<file path="config.mk">
export PLATFORM = sky130hd
export DESIGN_NAME = serial_deser
export DESIGN_NICKNAME = d
export VERILOG_FILES = /design/src/rtl/serial_deser.sv
export SDC_FILE = /design/constraint.sdc
export NUM_CORES = 1
export LEC_CHECK = 0
export CAP_MARGIN = 20
export CORE_MARGIN = 3
export CORE_UTILIZATION = 48
export CTS_CLUSTER_SIZE = 8
export DETAILED_ROUTE_END_ITERATION = 8
export PLACE_DENSITY_LB_ADDON = 0.05
export SLEW_MARGIN = 15
export SYNTH_ARGS = -nofsm -noshare
export SYNTH_HDL_FRONTEND = slang
export SYNTH_SLANG_ARGS = --single-unit
</file>
<file path="constraint.sdc">
create_clock -name clk -period 1.6 [get_ports clk]
set_input_delay 0.32 -clock clk [delete_from_list [all_inputs] [get_ports clk]]
set_output_delay 0.32 -clock clk [all_outputs]
set_load 0.02 [all_outputs]
</file>
<file path="src/rtl/serial_deser.sv">
// serial_deser -- serial-to-parallel deserializer.
//
// Takes the q output of the upstream negedge flip-flop. It samples that bit
// on the rising edge of clk, half a cycle after q changes. WIDTH-bit words
// are assembled and presented on a valid/ready output, with a sticky overrun
// flag for words that could not be delivered.
//
// Optional feature: define PARITY_CHECK_EN to expect one even-parity bit
// after the data bits of each word. This also adds the parity_err output.
//
// Ports:
//   clk          clock; all state updates on the rising edge
//   rst          synchronous active-high reset; has priority over everything
//   din          serial data bit
//   din_en       din carries a valid bit this cycle
//   dout         assembled word (WIDTH bits)
//   dout_valid   dout holds an unconsumed word
//   dout_ready   consumer accepts dout when dout_valid=1
//   overrun      sticky: a completed word was dropped
//   overrun_clr  clears overrun (a simultaneous new drop wins)
//   state_dbg    current FSM state, for observation only
//   parity_err   (PARITY_CHECK_EN only) parity result loaded together with dout
//
// Handshake: a word transfers on any rising edge where
// dout_valid=1 and dout_ready=1. dout is held stable while dout_valid=1 and
// no transfer has occurred. dout_ready is ignored while dout_valid=0.

module serial_deser #(
  parameter int WIDTH     = 8,
  parameter int MSB_FIRST = 1
) (
  input  logic             clk,
  input  logic             rst,
  input  logic             din,
  input  logic             din_en,
  output logic [WIDTH-1:0] dout,
  output logic             dout_valid,
  input  logic             dout_ready,
  output logic             overrun,
  input  logic             overrun_clr,
  output logic [1:0]       state_dbg
`ifdef PARITY_CHECK_EN
  ,
  output logic             parity_err
`endif
);

  localparam int CNT_W = $clog2(WIDTH);
  localparam logic [CNT_W-1:0] LAST = CNT_W'(WIDTH - 1);

  typedef enum logic [1:0] {
    IDLE   = 2'd0,
    SHIFT  = 2'd1
`ifdef PARITY_CHECK_EN
    ,
    PARITY = 2'd2
`endif
  } state_t;

  state_t           state, state_next;
  logic [CNT_W-1:0] cnt, cnt_next;
  logic [WIDTH-1:0] sr, sr_next, shifted;
  logic             word_done;
  logic [WIDTH-1:0] word_val;
`ifdef PARITY_CHECK_EN
  logic             word_perr;
`endif

  assign state_dbg = state;

  // The first received bit ends up at the MSB when shifting left, and at the
  // LSB when shifting right.
  assign shifted = (MSB_FIRST != 0) ? {sr[WIDTH-2:0], din} : {din, sr[WIDTH-1:1]};

  always_ff @(posedge clk) begin
    if (rst) begin
      state <= IDLE;
      cnt   <= '0;
      sr    <= '0;
    end else begin
      state <= state_next;
      cnt   <= cnt_next;
      sr    <= sr_next;
    end
  end

  always_comb begin
    state_next = state;
    cnt_next   = cnt;
    sr_next    = sr;
    word_done  = 1'b0;
    word_val   = sr;
`ifdef PARITY_CHECK_EN
    word_perr  = 1'b0;
`endif
    case (state)
      IDLE: begin
        if (din_en) begin
          sr_next    = shifted;
          cnt_next   = CNT_W'(1);
          state_next = SHIFT;
        end
      end
      SHIFT: begin
        if (din_en) begin
          sr_next = shifted;
          if (cnt == LAST) begin
            cnt_next = '0;
`ifdef PARITY_CHECK_EN
            state_next = PARITY;
`else
            state_next = IDLE;
            word_done  = 1'b1;
            word_val   = shifted;
`endif
          end else begin
            cnt_next = cnt + CNT_W'(1);
          end
        end
      end
`ifdef PARITY_CHECK_EN
      PARITY: begin
        // sr already holds the full data word; din is the parity bit.
        if (din_en) begin
          word_done  = 1'b1;
          word_val   = sr;
          word_perr  = ^{sr, din};
          state_next = IDLE;
        end
      end
`endif
      default: state_next = IDLE;
    endcase
  end

  // Output register is separate from the shift register so assembly can
  // continue while a word waits for the consumer.
  always_ff @(posedge clk) begin
    if (rst) begin
      dout       <= '0;
      dout_valid <= 1'b0;
      overrun    <= 1'b0;
`ifdef PARITY_CHECK_EN
      parity_err <= 1'b0;
`endif
    end else begin
      if (word_done && (!dout_valid || dout_ready)) begin
        // Also covers complete-plus-handshake: valid stays high, no bubble.
        dout       <= word_val;
        dout_valid <= 1'b1;
`ifdef PARITY_CHECK_EN
        parity_err <= word_perr;
`endif
      end else if (dout_valid && dout_ready) begin
        dout_valid <= 1'b0;
      end
      // A drop on the same edge as overrun_clr leaves the flag set.
      overrun <= (word_done && dout_valid && !dout_ready) || (overrun && !overrun_clr);
    end
  end

endmodule

</file>
==> results by stage <==
Run status:
- The flow ran to the end, and the final reports show no timing, DRC or antenna violations.

Setup path:
- The biggest fanout along the worst timing path is 2.
- The setup path with the least slack is of type reg2out.
- The worst reg-to-reg path cell count is 5.
- Counting both buffers and inverters, the worst setup path holds a total of 1.
- Walking the worst path, the cells encountered are clkdlybuf4s50_1.
- STA classifies the critical path endpoint as an output port.
- The slowest library cell on the worst path is sky130_fd_sc_hd__clkdlybuf4s50_1.
- The end of the worst register-to-register path is dout[6].
- Across all register-to-register paths, the minimum setup slack is ~0.15 ns.
- The dominant delay contributor by cell family on the critical path is buffers and inverters.
- The startpoint of the most critical register-to-register path is cnt[0].
- The worst setup path is launched from a flop.
- The delay of the slowest cell on the worst path is 0.60 ns.
- STA puts the critical path data arrival time at around 1.2 ns.
- For the worst setup path, the data required time is 1.28 ns.

Synthesis:
- Counting flops and latches in the post-synthesis netlist gives 21.
- The sequential element share of the synthesized area is 0.491.
- The number of distinct standard cells referenced by the synthesized netlist is 21.
- The complex-gate fraction of the synthesized area is 0.139.
- The xor/xnor share of the synthesized area is 0.
- The average instance area after synthesis is 9.84 um^2.
- The net count after synthesis is 95.
- The synthesized-area fraction occupied by adder cells is 0.0292.
- During synthesis, Yosys emitted a total of 0 warnings.
- By area, the combinational part of the netlist is dominated by simple AND/OR/NAND/NOR gates.
- The cell area that synthesis handed to floorplanning was ~860 um^2.
- The mux cell area share after synthesis is 0.0819.
- Of the total synthesized cell area, the portion taken by AND, OR, NAND and NOR gates is 0.199.
- The synthesized instance count is a little under 90.

Final layout:
- Summing all flip-flop and latch instances after layout gives 420 um^2.
- The net total in the final layout is ~110.
- Summing all multi-input logic gate instances after layout gives approximately 390 um^2.
- Fill cells in the final layout number between 100 and 150.
- The post-route standard cell area excluding fillers is between 1000 and 1500 um^2.
- The antenna diode count is 0.
- The utilization of the core after routing is 0.677.
- The finished layout holds between 100 and 150 standard cells, fillers aside.
- The layout cell share with drive strength beyond 1 is 0.0865.
- The layout overhead on the synthesized area is 26.2%.

Pwr:
- Total power for the finished layout comes to about 0.00084 W.
- In this run the static leakage power is ~0.55 nW.
- VDD sags by at most 0.453 mV.
- The power density relative to cell area is roughly 780 nW/um^2.

Global route:
- The total congestion overflow is 0.
- The first global-routing pass estimated 2.60 mm of wire.
- The number of global-route vias before repair came to roughly 630.
- The pin count of the biggest net entering global routing is 22.
- For this run, the total global-route usage over all layers was measured as 0.158.
- The initial antenna violation count came to 0.

Timing:
- Subtracting the final worst setup slack from the clock period gives about 1.5 ns.
- The clock arrives with ~0.0011 ns of skew.
- The count of pins over their slew limit is 0.
- The final total negative setup slack is 0 ns.
- The achievable frequency is 0.649 GHz.
- Setup repair after global routing left no endpoint under its margin.
- The final critical-path share of the clock period is 0.963.
- Setup violations remaining at the end of the flow were counted as 0.
- The final-report hold violation count is 0.

Drt:
- Using the TritonRoute via totals, the vias-per-cell ratio works out to 5.03.
- The first detailed-routing pass ran for 4 iterations.
- The via total after detailed routing is approximately 640.
- The count of antenna-violating nets left after detailed routing is 0.
- The detailed-route DRC error count is 0.
- The final layout contains routed wiring with a total length of ~1.5 mm.
- In the final routed layout, each cell accounts on average for 11.4 um.
- For this block, the initial DRC count from the detailed router was 4.

Job:
- Max-cap violations in this run came to 0.

CTS:
- The quantity of hold-fixing buffers added after cts is 0.
- The clock transition at the register clock pins on the worst setup and hold paths after CTS is 0.11 ns.
- The clock insertion delay at the later pin of the skew report is 0.29 ns.
- The deepest level of the CTS H-tree is 1.
- The number of setup buffers added after CTS is 0.
- The root buffer cell chosen for the clock tree is sky130_fd_sc_hd__clkbuf_4.
- TritonCTS created 3 clock buffers.
- The number of clock sinks is 21.
- The CTS tree is done.
- The number of buffers on the longest clock path is 2.

Worst hold path:
- The hold path endpoint is dout[1].
- Along the worst hold path, the cell count comes to 2.
- The worst hold path belongs to the class reg2reg.
- The launch instance of the worst min-delay path is dout[1].

Floorplanning:
- From left edge to right edge, the die measures roughly 48 um.
- Row generation in the floorplan step produced 14 rows.
- For this configuration, the core starts out at a cell density of 0.537.
- The number of I/O pins is 18.
- The full die area is 2330 um^2.
- The core region is between 1500 and 2000 um^2.
- The floorplan die height is a little under 50 um.

Placement:
- At the end of routability-driven placement, the weighted congestion stood at a little over 0.7.
- Once placement finished, the instance area stood at 1030 um^2.
- After legalization and detailed placement, the total HPWL measured between 1 and 1.5 mm.
- The number of port buffers is 16.
- The number of placed instances, taps included, is between 100 and 150.
-- layout make-up --
class | instances | area share
flip-flops and latches | 21 | 0.389
multi-input cells | 58 | 0.359
repair buffers | 20 | 0.196
well taps | 24 | 0.0278
clock buffers | 4 | 0.0243
inverters | 1 | 0.00348
-- state kept, by name (all words and copies together), names as in the netlist --
signal	flops
dout_valid	1
overrun	1
cnt	3
sr	7
state_dbg	1
dout	8
-- per-layer routing --
metal | share of wire | vias to the layer above | global-route usage
li1 | - | 332 | -
met5 | 0 | - | 0
met1 | 0.46 | 296 | 0.198
met4 | 0.0096 | 0 | 0.0645
met2 | 0.50 | 14 | 0.260
met3 | 0.037 | 2 | 0.0332
-- synthesized netlist by cell type --
master,count,area (um^2)
sky130_fd_sc_hd__nor2b_1,1,6.26
sky130_fd_sc_hd__buf_6,1,11.3
sky130_fd_sc_hd__conb_1,1,3.75
sky130_fd_sc_hd__o22ai_1,1,6.26
sky130_fd_sc_hd__nor2b_4,1,13.8
sky130_fd_sc_hd__a21oi_1,11,55.1
sky130_fd_sc_hd__nor2_1,9,33.8
sky130_fd_sc_hd__nand2b_1,3,18.8
sky130_fd_sc_hd__or3b_1,8,70.1
sky130_fd_sc_hd__o21ai_0,6,30.0
sky130_fd_sc_hd__nand3_1,2,10.0
sky130_fd_sc_hd__ha_1,2,25.0
sky130_fd_sc_hd__o21ai_1,4,20.0
sky130_fd_sc_hd__o211ai_1,1,7.51
sky130_fd_sc_hd__buf_4,2,15.0
sky130_fd_sc_hd__buf_2,2,10.0
sky130_fd_sc_hd__clkbuf_1,2,7.51
sky130_fd_sc_hd__mux2i_1,7,70.1
sky130_fd_sc_hd__nand3_4,1,17.5
sky130_fd_sc_hd__inv_1,1,3.75
sky130_fd_sc_hd__dfxtp_1,21,420
-- power by group --
part / switching, W / internal, W
logic: 0.0000302 / 0.0000286
clock network: 0.000148 / 0.0000969
registers: 0.00000496 / 0.000530
-- worst max-delay path by stage --
stage,start,endpoint,slack [ns],cells after the start
6_report,dout[1],dout[1],0.06,1
5_1_grt,dout[1],dout[1],0.007,1
4_1_cts,dout_valid,dout_valid,0.005,1
3_5_place_dp,din_en,dout[0],-0.03,5
3_3_place_gp,din_en,dout[7],0.03,4
2_1_floorplan,cnt[0],dout[0],0.29,6
-- kinds of logic after synthesis --
family                   count (synthesis)
AO/OA/AOI/OAI                           23
adder cells (fa/ha/maj)                  2
buffers and inverters                    8
flip-flops                              21
multiplexers                             7
other                                    1
AND/OR/NAND/NOR                         25
-- through the flow --
step | worst slack, ns | hold WS (ns)
floorplan | 0.290 | 0.389
global placement | 0.0328 | 0.458
detailed placement | -0.0349 | 0.468
CTS | 0.00464 | 0.484
global route | 0.00716 | 0.508
finish | 0.0591 | 0.480
-- what timing repair did --
action	4_1_cts	5_1_grt
setup endpoints to repair	1	10
gates resized for setup	1	10
pin swaps	0	0
-- cells in the final DEF, fill, tap and decap left out --
cell type,n
sky130_fd_sc_hd__clkdlybuf4s50_1,6
sky130_fd_sc_hd__mux2i_1,7
sky130_fd_sc_hd__nor2b_1,1
sky130_fd_sc_hd__nand3_1,2
sky130_fd_sc_hd__inv_1,1
sky130_fd_sc_hd__a21oi_1,11
sky130_fd_sc_hd__o22ai_1,1
sky130_fd_sc_hd__nor2_1,9
sky130_fd_sc_hd__dlygate4sd2_1,1
sky130_fd_sc_hd__or3b_1,8
sky130_fd_sc_hd__clkbuf_4,3
sky130_fd_sc_hd__nand3_4,1
sky130_fd_sc_hd__ha_1,2
sky130_fd_sc_hd__dlymetal6s2s_1,9
sky130_fd_sc_hd__nand2b_1,3
sky130_fd_sc_hd__dfxtp_1,21
sky130_fd_sc_hd__o211ai_1,1
sky130_fd_sc_hd__conb_1,1
sky130_fd_sc_hd__nor2b_4,1
sky130_fd_sc_hd__buf_4,4
sky130_fd_sc_hd__o21ai_1,5
sky130_fd_sc_hd__o21ai_0,5
sky130_fd_sc_hd__clkbuf_1,1
(Power assumes the default switching activity.)
